--- config.mk ---
export PLATFORM = sky130hd
export DESIGN_NAME = img_loader_flat
export DESIGN_NICKNAME = d
export VERILOG_FILES = /design/src/rtl/img_loader_if.sv /design/src/rtl/img_loader.sv /design/src/flat_wrapper.sv
export SDC_FILE = /design/constraint.sdc
export NUM_CORES = 1
export LEC_CHECK = 0
export ABC_AREA = 1
export CORE_UTILIZATION = 50
export DETAILED_ROUTE_END_ITERATION = 10
export PLACE_DENSITY_LB_ADDON = 0.2
export SLEW_MARGIN = 20
export SYNTH_ARGS = -nofsm -noshare
export SYNTH_HDL_FRONTEND = slang
export SYNTH_SLANG_ARGS = --single-unit
export TNS_END_PERCENT = 50
--- constraint.sdc ---
create_clock -name clk -period 12.75 [get_ports clk]
set_input_delay 1.275 -clock clk [delete_from_list [all_inputs] [get_ports clk]]
set_output_delay 1.275 -clock clk [all_outputs]
set_load 0.02 [all_outputs]
--- src/rtl/img_loader_if.sv ---
// Host register bus and pixel-write bus of the image loader.
// master: host/bench side; slave: the img_loader itself.
interface img_loader_if #(
  parameter int ADDR_W = 16
);
  logic              avs_write;
  logic              avs_read;
  logic [1:0]        avs_address;
  logic [31:0]       avs_writedata;
  logic [31:0]       avs_readdata;
  logic              avs_waitrequest;
  logic              cfg_we;
  logic [ADDR_W-1:0] cfg_addr;
  logic [7:0]        cfg_data;
  logic              load_done;
  logic              busy;

  modport master (
    output avs_write,
    output avs_read,
    output avs_address,
    output avs_writedata,
    input  avs_readdata,
    input  avs_waitrequest,
    input  cfg_we,
    input  cfg_addr,
    input  cfg_data,
    input  load_done,
    input  busy
  );

  modport slave (
    input  avs_write,
    input  avs_read,
    input  avs_address,
    input  avs_writedata,
    output avs_readdata,
    output avs_waitrequest,
    output cfg_we,
    output cfg_addr,
    output cfg_data,
    output load_done,
    output busy
  );
endinterface

--- src/rtl/img_loader.sv ---
// Image loader: host writes packed 4-pixel words, which are queued
// and unpacked into one pixel write per cycle at BASE+count.
// Ports: clk, rst (async, active-high), bus (img_loader_if.slave):
//   avs_* host register port, cfg_* pixel write port,
//   load_done, busy status.
// Optional: define IMG_LOADER_CHECKSUM_EN for a 16-bit pixel checksum
// readable at register 2 (reads 0 otherwise).
module img_loader #(
  parameter int IMG_W      = 256,
  parameter int IMG_H      = 256,
  parameter int FIFO_DEPTH = 4,
  parameter int ADDR_W     = 16
) (
  input logic       clk,
  input logic       rst,
  img_loader_if.slave bus
);

  localparam int PTR_W   = $clog2(FIFO_DEPTH);
  localparam int CNT_W   = ADDR_W + 1;
  localparam int TOTAL_I = IMG_W * IMG_H;
  localparam logic [CNT_W-1:0] LAST_IDX = CNT_W'(TOTAL_I - 1);
  localparam logic [PTR_W:0]   DEPTH    = (PTR_W + 1)'(FIFO_DEPTH);

  typedef enum logic [1:0] {
    IDLE,
    UNPACK,
    DONE
  } state_t;

  state_t            state;
  logic [31:0]       mem [FIFO_DEPTH];
  logic [PTR_W-1:0]  wr_ptr;
  logic [PTR_W-1:0]  rd_ptr;
  logic [PTR_W:0]    fill;
  logic [31:0]       word;
  logic [1:0]        k;
  logic [ADDR_W-1:0] base;
  logic [CNT_W-1:0]  count;
  logic [31:0]       ovf;
  logic              we_q;
  logic [ADDR_W-1:0] addr_q;
  logic [7:0]        data_q;
  logic              done_q;
  logic [31:0]       rdata_q;
  logic [31:0]       csum_rd;

  logic fifo_full;
  logic fifo_empty;
  logic data_wr;
  logic base_wr;
  logic restart;
  logic push;
  logic pop;
  logic last;
  logic flush;
  logic [7:0] cur_byte;

  assign fifo_full  = (fill == DEPTH);
  assign fifo_empty = (fill == '0);

  assign data_wr = bus.avs_write && (bus.avs_address == 2'd2);
  assign base_wr = bus.avs_write && (bus.avs_address == 2'd1);
  assign restart = bus.avs_write && (bus.avs_address == 2'd0)
                && bus.avs_writedata[0];

  // Stall depends only on the registered fill level, so a pop in the
  // same cycle never releases the host early.
  assign bus.avs_waitrequest = data_wr && fifo_full;

  assign push = data_wr && !fifo_full && (state != DONE) && !restart;
  assign last = (count == LAST_IDX);
  assign cur_byte = word[{k, 3'b000} +: 8];

  // Pop on IDLE with data, or chain the next word after byte 3 unless
  // that byte completes the image.
  assign pop = !restart && !fifo_empty
            && ((state == IDLE)
             || ((state == UNPACK) && (k == 2'd3) && !last));

  // Leftover words are dropped when the image completes.
  assign flush = restart || ((state == UNPACK) && last);

  always_ff @(posedge clk) begin
    if (push && !flush) begin
      mem[wr_ptr] <= bus.avs_writedata;
    end
  end

  always_ff @(posedge clk or posedge rst) begin
    if (rst) begin
      wr_ptr <= '0;
      rd_ptr <= '0;
      fill   <= '0;
    end else if (flush) begin
      wr_ptr <= '0;
      rd_ptr <= '0;
      fill   <= '0;
    end else begin
      if (push) begin
        wr_ptr <= wr_ptr + PTR_W'(1);
      end
      if (pop) begin
        rd_ptr <= rd_ptr + PTR_W'(1);
      end
      unique case ({push, pop})
        2'b10:   fill <= fill + (PTR_W + 1)'(1);
        2'b01:   fill <= fill - (PTR_W + 1)'(1);
        default: fill <= fill;
      endcase
    end
  end

  always_ff @(posedge clk or posedge rst) begin
    if (rst) begin
      state  <= IDLE;
      word   <= '0;
      k      <= '0;
      base   <= '0;
      count  <= '0;
      ovf    <= '0;
      we_q   <= 1'b0;
      addr_q <= '0;
      data_q <= '0;
      done_q <= 1'b0;
    end else begin
      we_q <= 1'b0;
      if (base_wr) begin
        base <= bus.avs_writedata[ADDR_W-1:0];
      end
      if (restart) begin
        state  <= IDLE;
        k      <= '0;
        count  <= '0;
        ovf    <= '0;
        done_q <= 1'b0;
      end else begin
        if (data_wr && (state == DONE) && (ovf != '1)) begin
          ovf <= ovf + 32'd1;
        end
        unique case (state)
          IDLE: begin
            if (pop) begin
              word  <= mem[rd_ptr];
              k     <= '0;
              state <= UNPACK;
            end
          end
          UNPACK: begin
            we_q   <= 1'b1;
            addr_q <= base + count[ADDR_W-1:0];
            data_q <= cur_byte;
            count  <= count + CNT_W'(1);
            if (last) begin
              state  <= DONE;
              done_q <= 1'b1;
            end else if (k == 2'd3) begin
              if (pop) begin
                word <= mem[rd_ptr];
                k    <= '0;
              end else begin
                state <= IDLE;
              end
            end else begin
              k <= k + 2'd1;
            end
          end
          DONE: begin
            state <= DONE;
          end
          default: state <= IDLE;
        endcase
      end
    end
  end

`ifdef IMG_LOADER_CHECKSUM_EN
  logic [15:0] csum;

  always_ff @(posedge clk or posedge rst) begin
    if (rst) begin
      csum <= '0;
    end else if (restart) begin
      csum <= '0;
    end else if (state == UNPACK) begin
      csum <= csum + {8'd0, cur_byte};
    end
  end

  assign csum_rd = {16'd0, csum};
`else
  assign csum_rd = '0;
`endif

  always_ff @(posedge clk or posedge rst) begin
    if (rst) begin
      rdata_q <= '0;
    end else if (bus.avs_read) begin
      unique case (bus.avs_address)
        2'd0:    rdata_q <= {29'd0, fifo_full, bus.busy, done_q};
        2'd1:    rdata_q <= 32'(count);
        2'd2:    rdata_q <= csum_rd;
        default: rdata_q <= ovf;
      endcase
    end
  end

  assign bus.busy         = !fifo_empty || (state == UNPACK);
  assign bus.cfg_we       = we_q;
  assign bus.cfg_addr     = addr_q;
  assign bus.cfg_data     = data_q;
  assign bus.load_done    = done_q;
  assign bus.avs_readdata = rdata_q;

endmodule

--- src/flat_wrapper.sv ---
// flat-port wrapper written by rule: the top's interface ports become plain ports
module img_loader_flat 
#(
  parameter int IMG_W      = 256,
  parameter int IMG_H      = 256,
  parameter int FIFO_DEPTH = 4,
  parameter int ADDR_W     = 16
)
  (clk, rst, bus_avs_write, bus_avs_read, bus_avs_address, bus_avs_writedata, bus_avs_readdata, bus_avs_waitrequest, bus_cfg_we, bus_cfg_addr, bus_cfg_data, bus_load_done, bus_busy);
  img_loader_if #(.ADDR_W(ADDR_W)) bus_i ();
  input logic clk;
  input logic rst;
  input wire logic [$bits(bus_i.avs_write)-1:0] bus_avs_write;
  input wire logic [$bits(bus_i.avs_read)-1:0] bus_avs_read;
  input wire logic [$bits(bus_i.avs_address)-1:0] bus_avs_address;
  input wire logic [$bits(bus_i.avs_writedata)-1:0] bus_avs_writedata;
  output wire logic [$bits(bus_i.avs_readdata)-1:0] bus_avs_readdata;
  output wire logic [$bits(bus_i.avs_waitrequest)-1:0] bus_avs_waitrequest;
  output wire logic [$bits(bus_i.cfg_we)-1:0] bus_cfg_we;
  output wire logic [$bits(bus_i.cfg_addr)-1:0] bus_cfg_addr;
  output wire logic [$bits(bus_i.cfg_data)-1:0] bus_cfg_data;
  output wire logic [$bits(bus_i.load_done)-1:0] bus_load_done;
  output wire logic [$bits(bus_i.busy)-1:0] bus_busy;
  assign bus_i.avs_write = bus_avs_write;
  assign bus_i.avs_read = bus_avs_read;
  assign bus_i.avs_address = bus_avs_address;
  assign bus_i.avs_writedata = bus_avs_writedata;
  assign bus_avs_readdata = bus_i.avs_readdata;
  assign bus_avs_waitrequest = bus_i.avs_waitrequest;
  assign bus_cfg_we = bus_i.cfg_we;
  assign bus_cfg_addr = bus_i.cfg_addr;
  assign bus_cfg_data = bus_i.cfg_data;
  assign bus_load_done = bus_i.load_done;
  assign bus_busy = bus_i.busy;
  img_loader #(.IMG_W(IMG_W), .IMG_H(IMG_H), .FIFO_DEPTH(FIFO_DEPTH), .ADDR_W(ADDR_W)) u_core (.clk(clk), .rst(rst), .bus(bus_i));
endmodule
==> out/metrics.cfg <==
[power_and_ir_drop]
switching_power_uw = 1098
internal_power_uw = 2067
ir_worst_vdd_v = 0.0001275
p_per_area_nw_per_um2 = 195.8
switching_share_pct = 34.69
power.combinational.fraction_pct = 30.8
leakagePower_uw = 0.006829
p_clk_share_pct = 29.1
power_frac_seq_pct = 40.2
total_power_uw = 3165

[critical_path]
slowest_delay_ns = 0.65
critPathSlowestCell = clkdlybuf4s50_1
crit_type = primary input to output port
cpMostUsedCell = clkdlybuf4s50_1
end_kind = output port
crit_path_start_kind = primary input
crit_required_ns = 11.48
path_max_fanout = 4
cp.arrival_ns = 3.01
path_cells = clkdlybuf4s50_1 -> nand3_1 -> nor2_1 -> clkdlybuf4s50_1

[global_route]
antenna_found_initial = 1
grt_max_degree = 101
grt_usage_pct = 23.90
overflow = 0
grt_pass1_wl_um = 53740
first_global_vias = 9980

[finish]
final_nets = 1672
final_area_um2 = 16160
synthToLayoutAreaGrowth_pct = 16.79
layout.cells.most_common = nand2_1
layout_common_cells = nand2_1, nor2_1, dfrtp_1
drive_gt1_share_pct = 6.679

[logic_synthesis]
synth_top_cell_area_share_pct = 30.02
synth-seq-cells = 294
synth_area_um2 = 13840
synth_area_per_cell_um2 = 9.069
syn_inst = 1526
yosys-top-cells-area = dfrtp_1, edfxtp_1, nand2_1
ys_types = 42
synthesis.nets = 1590
ys_seq_area_share_pct = 57.79
yosysTopAreaCell = dfrtp_1
ys_warn_count = 0

[floorplanning]
die_height_um = 168.4
start_util_pct = 51.21
dieArea_um2 = 28350
die_w_um = 168.4
pin_count = 98
core_area_um2 = 27030
num_rows = 60

[outcome]
status = finished clean

[placed_design]
routabilityCongestion = 0.9464
port_buffers = 97
dp_hpwl_um = 22260
dpl_cell_area_um2 = 15100

[clock_tree]
clockBufferDepth = 3
cts-buffers-inserted = 30
cts-root-buf = clkbuf_16
htreeDepth = 1
clkTransAtPathRegs_ns = 0.06
cts_resized = 0
cts_setup_buffers = 0
holdBufCountCts = 0
cts_num_sinks = 294
clk_latency_ns = 0.56
cts_tree = yes

[run]
drv_cap = 0

[timing]
min_period_ns = 4.286
setup_viol = 0
setup_tns_ns = 0
worst_slew_pin_slew_ns = 1.047
rsz0062_at_grt = no
slew_headroom_pct = 29.79
finalMaxSlewViolations = 0
finalCritPeriodShare_pct = 33.61
fmax_mhz = 233.3
hold_viol_final = 0
fin_skew_ns = 0.01091

[hold_path]
hold_class = register to register

[drt]
drc = 0
ant_nets = 0
via_count = 10680
viasPerCell = 5.410
avgRoutedWirePerCell_um = 17.02
drt_first_iter_violations = 839
first_pass_iters = 7
postRouteWirelength_um = 33590

-- registers in the layout, indices dropped and copies added, names as in the netlist --
signal                   flops
u_core.mem                 128
u_core.bus.avs_readdata     32
u_core.ovf                  32
u_core.word                 32
u_core.count                17
u_core.base                 16
u_core.bus.cfg_addr         16
u_core.bus.cfg_data          8
u_core.fill                  3
u_core.k                     2
u_core.rd_ptr                2
u_core.state                 2
u_core.wr_ptr                2
u_core.bus.cfg_we            1
u_core.bus.load_done         1
-- stage by stage --
step                instances  worst slack, ns  hold WS, ns  utilization [%]
floorplan                1526            6.985       0.4438                -
global placement         1915            7.951       0.4603            55.81
detailed placement       1916            7.921       0.4614            55.88
CTS                      1972            8.478       0.4801            59.72
global route             1974            8.322       0.4946            59.81
finish                   1974            8.464       0.4761            59.81
-- final timing paths --
path	slack (ns)	start	end	cells past startpoint
hold reg to reg	0.48	u_core.bus.avs_readdata[19]	u_core.bus.avs_readdata[19]	2
max in group asynchronous	10.02	rst	u_core.bus.avs_readdata[11]	3
hold / removal	0.48	u_core.bus.avs_readdata[19]	u_core.bus.avs_readdata[19]	2
setup reg to reg	9.35	u_core.count[0]	u_core.fill[2]	17
setup / recovery	8.46	bus_avs_address[1]	bus_avs_waitrequest	4
min in group asynchronous	1.28	rst	u_core.bus.avs_readdata[27]	2
-- cell families after synthesis --
kind of cell | after synthesis | synth area share, %
fa+ha+maj | 26 | 2.459
flops | 294 | 57.79
compound gates | 226 | 9.231
mux | 15 | 1.220
simple gates | 761 | 23.21
buf+inv | 196 | 5.587
xor+xnor | 8 | 0.5063
-- per-layer routing --
layer | vias up | GRT usage, % | part of all wire [%]
met5 | - | 0 | 0
met4 | 0 | 6.126 | 2.2
met3 | 57 | 2.703 | 5.2
met2 | 309 | 38.19 | 46
met1 | 5055 | 34.83 | 47
li1 | 5258 | - | -
-- layout make-up --
type / count / area, um2
well taps: 341 / 426.7
repair buffers: 108 / 1079
clock inverters: 15 / 195.2
fillers: 2313 / 10860
multi-input cells: 1036 / 5094
inverters: 138 / 524.3
clock buffers: 41 / 843.3
flip-flops and latches: 294 / 7999
diodes: 1 / 2.502
-- synthesized netlist by cell type, drive strengths merged --
master / number
a41oi: 1
nor2: 216
nor3: 11
buf: 20
or2: 11
o21ai: 111
nand3: 67
clkinv: 1
inv: 137
fa: 2
edfxtp: 128
o21a: 2
nand2: 410
a31oi: 31
xnor2: 2
clkbuf: 38
xor2: 6
ha: 24
mux2: 15
nor3b: 1
a221oi: 2
dfrtp: 166
o21bai: 1
and2: 1
nand4: 37
nand3b: 6
o22ai: 25
nor4: 1
a21oi: 30
o211ai: 8
o31ai: 15
-- power by group through the flow --
stage / Sequential, uW / Clock [uW] / Combinational [uW]
6_report: 1270 / 919 / 973
5_1_grt: 1290 / 970 / 1090
4_1_cts: 1270 / 934 / 981
3_5_place_dp: 1290 / 0 / 976
3_3_place_gp: 1290 / 0 / 943
2_1_floorplan: 1290 / 0 / 625
-- critical path: cells and delay by family --
| kind | cells | cell delay, ns |
|---|---|---|
| buffers and inverters | 2 | 1.28 |
| and+or+nand+nor | 2 | 0.45 |
(Power assumes the default switching activity.)
